**config.mk**
```make
export PLATFORM = sky130hd
export DESIGN_NAME = friscv_rd_wb_arbiter
export DESIGN_NICKNAME = d
export VERILOG_FILES = /design/src/rtl/friscv_rd_wb_arbiter.sv
export SDC_FILE = /design/constraint.sdc
export NUM_CORES = 1
export LEC_CHECK = 0
export CAP_MARGIN = 40
export CORE_ASPECT_RATIO = 2
export CORE_MARGIN = 10
export CORE_UTILIZATION = 58
export DETAILED_ROUTE_END_ITERATION = 10
export PLACE_DENSITY = 0.84
export SYNTH_ARGS = -nofsm -noshare
export SYNTH_HDL_FRONTEND = slang
export SYNTH_SLANG_ARGS = --single-unit
```
**constraint.sdc**
```tcl
create_clock -name aclk -period 8.9 [get_ports aclk]
set_clock_uncertainty 0.05 [all_clocks]
set_input_delay 1.335 -clock aclk [delete_from_list [all_inputs] [get_ports aclk]]
set_output_delay 1.335 -clock aclk [all_outputs]
set_load 0.02 [all_outputs]
```
**src/rtl/friscv_rd_wb_arbiter.sv**
```systemverilog
`default_nettype none
// +--------------------------------------------------------------------------------------+
// | friscv_rd_wb_arbiter: per-unit Rd write FIFOs, round-robin onto the register file.   |
// | Optional macro FRISCV_WB_BYPASS_EN: 1-cycle path when all FIFOs are empty. Rev 1.0   |
// +--------------------------------------------------------------------------------------+
module friscv_rd_wb_arbiter #(
  parameter int XLEN       = 32,
  parameter int NB_UNIT    = 3,
  parameter int FIFO_DEPTH = 4,
  parameter int NB_INT_REG = 32
) (
  input  logic                      aclk,
  input  logic                      aresetn,
  input  logic                      srst,
  input  logic [NB_UNIT-1:0]        unit_rd_wr,
  input  logic [NB_UNIT*5-1:0]      unit_rd_addr,
  input  logic [NB_UNIT*XLEN-1:0]   unit_rd_val,
  input  logic [NB_UNIT*XLEN/8-1:0] unit_rd_strb,
  output logic                      rd_wr,
  output logic [4:0]                rd_addr,
  output logic [XLEN-1:0]           rd_val,
  output logic [XLEN/8-1:0]         rd_strb,
  output logic [NB_INT_REG-1:0]     wb_regs_sts,
  output logic                      wb_pending,
  output logic [NB_UNIT-1:0]        wb_overflow
);

  localparam int SW = XLEN / 8;
  localparam int EW = 5 + SW + XLEN;
  localparam int AW = $clog2(FIFO_DEPTH);
  localparam int UW = (NB_UNIT > 1) ? $clog2(NB_UNIT) : 1;
  localparam int CW = $clog2(NB_UNIT * FIFO_DEPTH + 2);

  logic [EW-1:0]         w_in_ent [NB_UNIT];
  logic [EW-1:0]         w_head   [NB_UNIT];
  logic [NB_UNIT-1:0]    w_in_vld;
  logic [NB_UNIT-1:0]    w_nempty;
  logic [NB_UNIT-1:0]    w_full;
  logic [NB_UNIT-1:0]    w_push;
  logic [NB_UNIT-1:0]    w_pop;
  logic [NB_UNIT-1:0]    w_drop;
  logic [NB_UNIT-1:0]    w_acc;
  logic [NB_UNIT-1:0]    w_req;
  logic                  w_byp;
  logic                  w_grant;
  logic [UW-1:0]         w_gnt_idx;
  logic [UW:0]           w_idx;
  logic [EW-1:0]         w_gnt_ent;
  logic [CW-1:0]         w_cnt_nxt [NB_INT_REG];

  logic [UW-1:0]         r_rr_ptr;
  logic [NB_UNIT-1:0]    r_ovf;
  logic [CW-1:0]         r_cnt [NB_INT_REG];
  logic [NB_INT_REG-1:0] r_sts;

  genvar gu;
  for (gu = 0; gu < NB_UNIT; gu++) begin : g_unit
    logic [EW-1:0] r_mem [FIFO_DEPTH];
    logic [AW-1:0] r_wptr;
    logic [AW-1:0] r_rptr;
    logic [AW:0]   r_level;

    assign w_in_ent[gu] = {unit_rd_addr[gu*5 +: 5], unit_rd_strb[gu*SW +: SW],
                           unit_rd_val[gu*XLEN +: XLEN]};
    assign w_in_vld[gu] = unit_rd_wr[gu] && (unit_rd_addr[gu*5 +: 5] != 5'd0);
    assign w_nempty[gu] = (r_level != '0);
    assign w_full[gu]   = (r_level == (AW+1)'(FIFO_DEPTH));
    assign w_head[gu]   = r_mem[r_rptr];

    always_ff @(posedge aclk) begin
      if (w_push[gu]) r_mem[r_wptr] <= w_in_ent[gu];
    end

    always_ff @(posedge aclk or negedge aresetn) begin
      if (!aresetn) begin
        r_wptr  <= '0;
        r_rptr  <= '0;
        r_level <= '0;
      end else if (srst) begin
        r_wptr  <= '0;
        r_rptr  <= '0;
        r_level <= '0;
      end else begin
        if (w_push[gu]) r_wptr <= r_wptr + AW'(1);
        if (w_pop[gu])  r_rptr <= r_rptr + AW'(1);
        r_level <= r_level + (AW+1)'(w_push[gu]) - (AW+1)'(w_pop[gu]);
      end
    end
  end

  // Round-robin grant; in bypass mode the requesters are the incoming strobes themselves
  always_comb begin
    w_byp = 1'b0;
`ifdef FRISCV_WB_BYPASS_EN
    w_byp = (w_nempty == '0) && (w_in_vld != '0);
`endif
    w_req     = w_byp ? w_in_vld : w_nempty;
    w_grant   = 1'b0;
    w_gnt_idx = '0;
    w_idx     = '0;
    for (int k = 0; k < NB_UNIT; k++) begin
      w_idx = {1'b0, r_rr_ptr} + (UW+1)'(k);
      if (w_idx >= (UW+1)'(NB_UNIT)) w_idx = w_idx - (UW+1)'(NB_UNIT);
      if (!w_grant && w_req[w_idx[UW-1:0]]) begin
        w_grant   = 1'b1;
        w_gnt_idx = w_idx[UW-1:0];
      end
    end
    w_gnt_ent = w_byp ? w_in_ent[w_gnt_idx] : w_head[w_gnt_idx];
    w_pop     = '0;
    if (w_grant && !w_byp) w_pop[w_gnt_idx] = 1'b1;
  end

  always_comb begin
    w_push = '0;
    w_drop = '0;
    w_acc  = '0;
    for (int i = 0; i < NB_UNIT; i++) begin
      if (w_in_vld[i] && !(w_byp && (w_gnt_idx == UW'(i)))) begin
        w_push[i] = !w_full[i] || w_pop[i];
        w_drop[i] = w_full[i] && !w_pop[i];
      end
      w_acc[i] = w_in_vld[i] && !w_drop[i];
    end
  end

  // A pending write ends when the rd_wr cycle carrying it completes
  always_comb begin
    for (int r = 0; r < NB_INT_REG; r++) begin
      w_cnt_nxt[r] = r_cnt[r];
      for (int u = 0; u < NB_UNIT; u++) begin
        if (w_acc[u] && (w_in_ent[u][EW-1 -: 5] == 5'(r)))
          w_cnt_nxt[r] = w_cnt_nxt[r] + CW'(1);
      end
      if (rd_wr && (rd_addr == 5'(r)))
        w_cnt_nxt[r] = w_cnt_nxt[r] - CW'(1);
    end
  end

  always_ff @(posedge aclk or negedge aresetn) begin
    if (!aresetn) begin
      rd_wr    <= 1'b0;
      rd_addr  <= '0;
      rd_val   <= '0;
      rd_strb  <= '0;
      r_rr_ptr <= '0;
      r_ovf    <= '0;
      r_sts    <= '1;
      for (int r = 0; r < NB_INT_REG; r++) r_cnt[r] <= '0;
    end else if (srst) begin
      rd_wr    <= 1'b0;
      rd_addr  <= '0;
      rd_val   <= '0;
      rd_strb  <= '0;
      r_rr_ptr <= '0;
      r_ovf    <= '0;
      r_sts    <= '1;
      for (int r = 0; r < NB_INT_REG; r++) r_cnt[r] <= '0;
    end else begin
      rd_wr <= w_grant;
      if (w_grant) begin
        {rd_addr, rd_strb, rd_val} <= w_gnt_ent;
        r_rr_ptr <= (w_gnt_idx == UW'(NB_UNIT-1)) ? '0 : w_gnt_idx + UW'(1);
      end
      r_ovf <= r_ovf | w_drop;
      for (int r = 0; r < NB_INT_REG; r++) begin
        r_cnt[r] <= w_cnt_nxt[r];
        r_sts[r] <= (w_cnt_nxt[r] == '0);
      end
    end
  end

  assign wb_regs_sts = r_sts;
  assign wb_overflow = r_ovf;
  assign wb_pending  = (w_nempty != '0) || rd_wr;

endmodule
`default_nettype wire

```
Word-level counts from Yosys, hierarchy flattened. Memories as Yosys holds them, arrays and structs flattened. Index checks and enable logic that the tools add are counted.

Flip-flop bits (word level): 228. Bits in latches: 0. Bits in writable memories: 492. Bits in read-only memories: 0. Input bits: 129. Output and inout port bits: 78. Logic and storage cells: 730. Memories kept: 3.

Add/subtract/negate cells: 146. Multipliers: 0. Divide/modulo/power cells: 0. Magnitude comparators: 9. Eq/ne operators: 128. Shift operators: 0. Mux-type cells: 189. Bitwise operators: 2. Reduce and logical (&&, ||, !) cells: 205.

Memories: g_unit[0].r_mem (depth 4, bits a word 41, read ports 1, clocked after Yosys merged registers in 0, wr ports 1, line 58) `logic [EW-1:0] r_mem [FIFO_DEPTH];`; g_unit[1].r_mem (depth 4, bits a word 41, read ports 1, clocked after Yosys merged registers in 0, wr ports 1, line 58); g_unit[2].r_mem (depth 4, bits a word 41, read ports 1, clocked after Yosys merged registers in 0, wr ports 1, line 58).

Operators with widths (count): $mux 4 (130); $add 4x1->4 const B (96); $eq 5x5->1 const B (64); $eq 5x4->1 const B (32); $logic_and 1x1->1 (140); $logic_not 4->1 (32); $mux 128 (1); $sub 4x1->4 const B (32); $mux 32 (3); $bmux 41 s2 (1); $mux 41 (2); $eq 5x3->1 const B (16); $mux 2 (21); $eq 5x2->1 const B (8); $eq 5x1->1 const B (4); $logic_not 5->1 (4); $mux 1 (20); $mux 3 (5); $reduce_bool 5->1 (3); $add 2x1->2 const B (7); $reduce_bool 2->1 (7); $lt 2x3->1 const B (4); $reduce_bool 3->1 (4); $logic_not 1->1 (11); 17 further kinds (32).

Longest topological paths before layout.
Depth after elaboration: 31. Depth in mapped cells: 25.

Worst setup path before layout. Ideal clock, no wire load.

Kind: input port to flip-flop. Start: input unit_rd_addr[4]. End: register r_sts[19] (netlist: wb_regs_sts[19]). Setup time: 0.059 ns. Data arrival time: 4.646 ns. Data required time: 8.791 ns. Setup slack: 4.145 ns. Stages: 15. Buffers on the path: 1. Path through: clkbuf_1 > or3b_2 > nor2_1 > o21ai_1 > xnor2_1 > ha_1 > or4_1 > o21ai_0 > a21oi_1 > ha_1 > nand2_1 > xor2_1 > xnor2_1 > a31oi_1 > o21ba_2.

Cells in the longest elaborated chain, start to end: 15. Elaborated cells between the ends (all ways): 16. Classes of those cells: add/sub (3); eq/ne (1); mux (6); reduce/logical (6).

Ends and longest elaborated chain: start, declared (line 16) `input logic [NB_UNIT*5-1:0] unit_rd_addr,`; $reduce_bool 5->1 (line 65) `assign w_in_vld[gu] = unit_rd_wr[gu] && (unit_rd_addr[gu*5 +: 5] != 5'd0);`; $logic_and 1x1->1 (line 65); $mux 1 (line 119) `if (w_in_vld[i] && !(w_byp && (w_gnt_idx == UW'(i)))) begin`; $logic_not 1->1 (line 123) `w_acc[i] = w_in_vld[i] && !w_drop[i];`; $logic_and 1x1->1 (line 123); $logic_and 1x1->1 * (line 132) `if (w_acc[u] && (w_in_ent[u][EW-1 -: 5] == 5'(r)))`; $mux 4 * (line 132); $add 4x1->4 (line 133) `w_cnt_nxt[r] = w_cnt_nxt[r] + CW'(1);`; $mux 4 * (line 132); $add 4x1->4 (line 133); $mux 4 * (line 132); $sub 4x1->4 (line 136) `w_cnt_nxt[r] = w_cnt_nxt[r] - CW'(1);`; $mux 4 * (line 135) `if (rd_wr && (rd_addr == 5'(r)))`; $logic_not 4->1 * (line 168) `r_sts[r] <= (w_cnt_nxt[r] == '0);`; $mux 32 * (line 150) `end else if (srst) begin`; end signal, assigned by index (line 168); end, declared (line 54) `logic [NB_INT_REG-1:0] r_sts;`.

Mark *: on every way between the ends. The rest lies on a longest branch, timed or not. A chain may end at the register's enable or synchronous reset.

Final worst setup path.
Start: register r_rr_ptr[0]. End: register r_sts[5] (netlist: wb_regs_sts[5]).

Cells in the longest elaborated chain, start to end: 31. Elaborated cells between the ends (all ways): 60. Classes of those cells: add/sub (8); order compare (5); mux (26); reduce/logical (21).

Ends and longest elaborated chain: start, declared (line 51) `logic [UW-1:0] r_rr_ptr;`; start signal, assigned (line 163) `r_rr_ptr <= (w_gnt_idx == UW'(NB_UNIT-1)) ? '0 : w_gnt_idx + UW'(1);`; parallel branches: the longest is 15 deep, another holds $add 2x1->3; $mux 3 * (line 111) `if (w_grant && !w_byp) w_pop[w_gnt_idx] = 1'b1;`; $logic_not 1->1 (line 121) `w_drop[i] = w_full[i] && !w_pop[i];`; $logic_and 1x1->1 (line 121); $mux 1 (line 119); $logic_not 1->1 (line 123); $logic_and 1x1->1 (line 123); $logic_and 1x1->1 (line 132); $mux 4 (line 132); $add 4x1->4 (line 133); $mux 4 (line 132); $add 4x1->4 (line 133); $mux 4 * (line 132); $sub 4x1->4 (line 136); $mux 4 * (line 135); $logic_not 4->1 * (line 168); $mux 32 * (line 150).

Every way passes the cells marked *. The select of a mux whose other input is x is not followed.

==> reports/results.txt <==
Maximum clock insertion buffer count - 3
Fmax - 172 MHz
Internal reg-to-reg setup slack - 3.07 ns
Top_reg_cell synth - edfxtp_1
Routed len/inst - 26.5 um
LEAKAGE - 15.9 nW
Final ANT Viol Nets - 0
Die Span X - 203 um
Tot GR Track Use - 29.2%
Synthesis warning total - 0
Cell taking the most area after synthesis - edfxtp_1
Worst r2r src - r_rr_ptr[0]$_DFFE_PN0P_
Synth Area in Simple Gates - 13.2%
Fill count - 4,918
Largest net degree at the start of global routing - 130
CP startpoint kind - flip-flop
Core Rows - 134
Fin util - 66.4%
Top Ports - 207
Drt drc - 0
P&R area growth vs syn - 13.5%
Synth area leaders - edfxtp_1 38%, dfrtp_1 13%, mux4_2 7.1%
Crit end category - flip-flop
Sequential share of the synthesized area - 52.5%
Antenna violations before repair - 5
Critical Path RT - 9.42 ns
DPL Wire Length - 82.5 mm
Cell Pwr Density - 251 mW/mm2
Number of DRC markers in iteration 0 - 2,089
Min Tclk post-route - 5.83 ns
H-tree depth - 2
Synth Area in Compound Gates - 9.01%
RSZ-0062 raised after global routing - no
Final nets - 3,701
First-pass GRT wire length - 173 mm
Arr. time, crit path - 6.35 ns
Count of flip-flops with a built-in enable after synthesis - 492
Clk sink count - 720
CP Class - flip-flop to flip-flop
Post-CTS sizing - 0
Clock slew at the register clock pins of the worst setup and hold paths - 0.08 ns
Die ar. - 0.0787 mm2
Die height - 387 um
XOR/XNOR Fraction of Synth Area - 9.13%
Async set-or-reset flop fraction in the synthesized netlist - 31.7%
Total Wirelength - 116 mm
Worst vdd ir - 0.327 mV
Endpoints failing setup - 0
Cts bufs inserted - 61
Mux cell area share after synthesis - 9.01%
Combinational family with the most area after synthesis - simple AND/OR/NAND/NOR gates
Outcome - finished, final reports clean
Power, Total - 0.0111 W
#FFs+latches synth - 720
Hold Path Origin - r_rr_ptr[1]$_DFFE_PN0P_
Vias per inst - 6.41
Setup tns final - 0 ns
Cells after synthesis - 3,268
Post-CTS Setup Inserts - 0
Synth top area share - 37.8%
Detailed Routing Iterations Pass 1 - 6
Mapped cell area - 0.0391 mm2
Share of layout cells above drive strength 1 - 12.5%
Clock Latency Late Sink - 0.66 ns
Fin crit share - 65.5%
Root Driver - clkbuf_16
Final Hold Viols - 0
Vias - 28,100
Register area - 0.0205 mm2
RR Endpoint - wb_regs_sts[5]$_DFF_PN1_
Worst hold stages - 2
HP Class - flip-flop to flip-flop
Max-Cap Viols - 0
Worst relative slew slack - 37.3%
R2R depth - 18
Multi-input gate area - 0.0176 mm2
Initial Util - 58.5%
Hold EP - r_rr_ptr[1]$_DFFE_PN0P_
Max Slew Vio Count - 0
CTS tree - done
Synth Area in Adders - 4.52%
Slew @ Worst Pin - 0.936 ns
Worst Path Max Fanout - 22
Mean post-synth cell area - 11.9 um2
Vias in the first global route - 28,500
Cts hold-fix bufs - 0
RePlAce Congestion - 1.06
Syn Nets - 3,526
Unique masters post-synth - 109
Port bufs - 206
Core ar. - 0.0667 mm2
Total gr overflow - 0
## Yosys cell counts, types with 9 or more instances
cell and number:
and3_1 27, buf_1 13, nand4_1 53, o2111ai_1 14, clkbuf_1 123, o22ai_1 17, mux2_2 31, o31ai_1 10
mux4_2 123, nand2b_1 18, a31oi_1 22, nor4b_1 11, or2_2 11, xnor2_1 268, o21ai_0 57, maj3_1 13
nor2b_1 29, or3_1 15, dfstp_2 32, nand3_1 106, a21oi_1 142, nand2_1 288, nor4_1 25, dfrtp_1 196
nor3_1 66, nand3b_1 11, nor2_1 300, o21a_1 9, a211oi_1 80, nor3b_1 20, edfxtp_1 492, inv_1 95
o211ai_1 31, xor2_1 107, and2_1 39, ha_1 126, mux2i_1 40, buf_2 14
## state kept, by name, indices dropped and copies added, names as in the netlist
name            cells
wb_overflow         3
rd_wr               1
g_unit.r_rptr       6
g_unit.r_level      9
rd_val             32
g_unit.r_wptr       6
rd_strb             4
r_cnt             128
r_rr_ptr            2
wb_regs_sts        32
g_unit.r_mem      492
rd_addr             5
## cell families after synthesis
group / after synthesis
flip-flops: 720
multiplexers: 194
adder cells (fa/ha/maj): 142
AO/OA/AOI/OAI: 505
AND/OR/NAND/NOR: 1063
XOR/XNOR: 389
buffers and inverters: 255
## power breakdown
part	switching (W)	total, W	internal, W
Combinational	0.00264	0.00404	0.00140
Sequential	0.000281	0.00433	0.00405
Clock	0.00129	0.00275	0.00146
Total	0.00420	0.0111	0.00692
## cells in the final DEF (no fill, tap or decap), types with 40 or more instances in the layout
cell,instances
a211oi_1,79
a21oi_1,141
buf_4,46
clkbuf_16,64
clkdlybuf4s50_1,204
dfrtp_1,192
edfxtp_1,492
ha_1,126
inv_1,95
mux2i_1,40
mux4_2,123
nand2_1,288
nand3_1,106
nand4_1,53
nor2_1,299
nor3_1,65
o21ai_0,57
xnor2_1,268
xor2_1,107
## critical path, cell delays in order (launching register included)
cell      delay, ns
dfrtp_1        0.38
inv_1          0.05
ha_1           0.39
or4_1          0.80
o2111a_2       0.64
nand2_1        0.56
nand3_1        0.24
xor2_1         0.42
inv_1          0.09
ha_1           0.27
mux2_2         0.29
ha_1           0.21
inv_1          0.05
nor2_1         0.04
xor2_1         0.16
xnor2_1        0.40
xnor2_1        0.13
o32a_1         0.35
o21ai_0        0.20
## per-layer routing
layer,vias up,global-route usage [%],share of wire [%]
li1,12500,-,-
met1,13900,29.4,32
met2,1246,50.3,51
met3,427,5.64,6.8
met4,4,26.2,10
met5,-,0,0.019
## worst max-delay path by stage
stage                                endpoint  slack, ns               startpoint  cells after the start
floorplan           wb_regs_sts[19]$_DFF_PN1_       4.14          unit_rd_addr[4]                     15
global placement    wb_regs_sts[10]$_DFF_PN1_       3.11          unit_rd_addr[3]                     15
detailed placement  wb_regs_sts[10]$_DFF_PN1_       3.06          unit_rd_addr[3]                     15
CTS                  wb_regs_sts[5]$_DFF_PN1_       3.19  r_rr_ptr[0]$_DFFE_PN0P_                     18
global route        wb_regs_sts[16]$_DFF_PN1_       2.84  r_rr_ptr[0]$_DFFE_PN0P_                     18
finish               wb_regs_sts[5]$_DFF_PN1_       3.07  r_rr_ptr[0]$_DFFE_PN0P_                     18
## stage by stage
step / cells / setup WS [ns] / hold WS, ns / instance area (um2)
finish: 4383 / 3.07 / 0.510 / 44300
global route: 4382 / 2.84 / 0.557 / 44300
CTS: 4378 / 3.19 / 0.505 / 44300
detailed placement: 4262 / 3.06 / 0.491 / 42200
global placement: 4242 / 3.11 / 0.472 / 42000
floorplan: 3268 / 4.14 / 0.459 / 39100
## layout make-up
cell class / instances / area share (%)
Clock buffer: 80 / 3.86
Timing Repair Buffer: 268 / 5.95
Multi-Input combinational cell: 2293 / 39.7
Clock inverter: 36 / 0.777
Inverter: 99 / 0.839
Antenna cell: 3 / 0.0169
Sequential cell: 720 / 46.3
Tap cell: 884 / 2.50
Power figures use the tool's default switching activity.
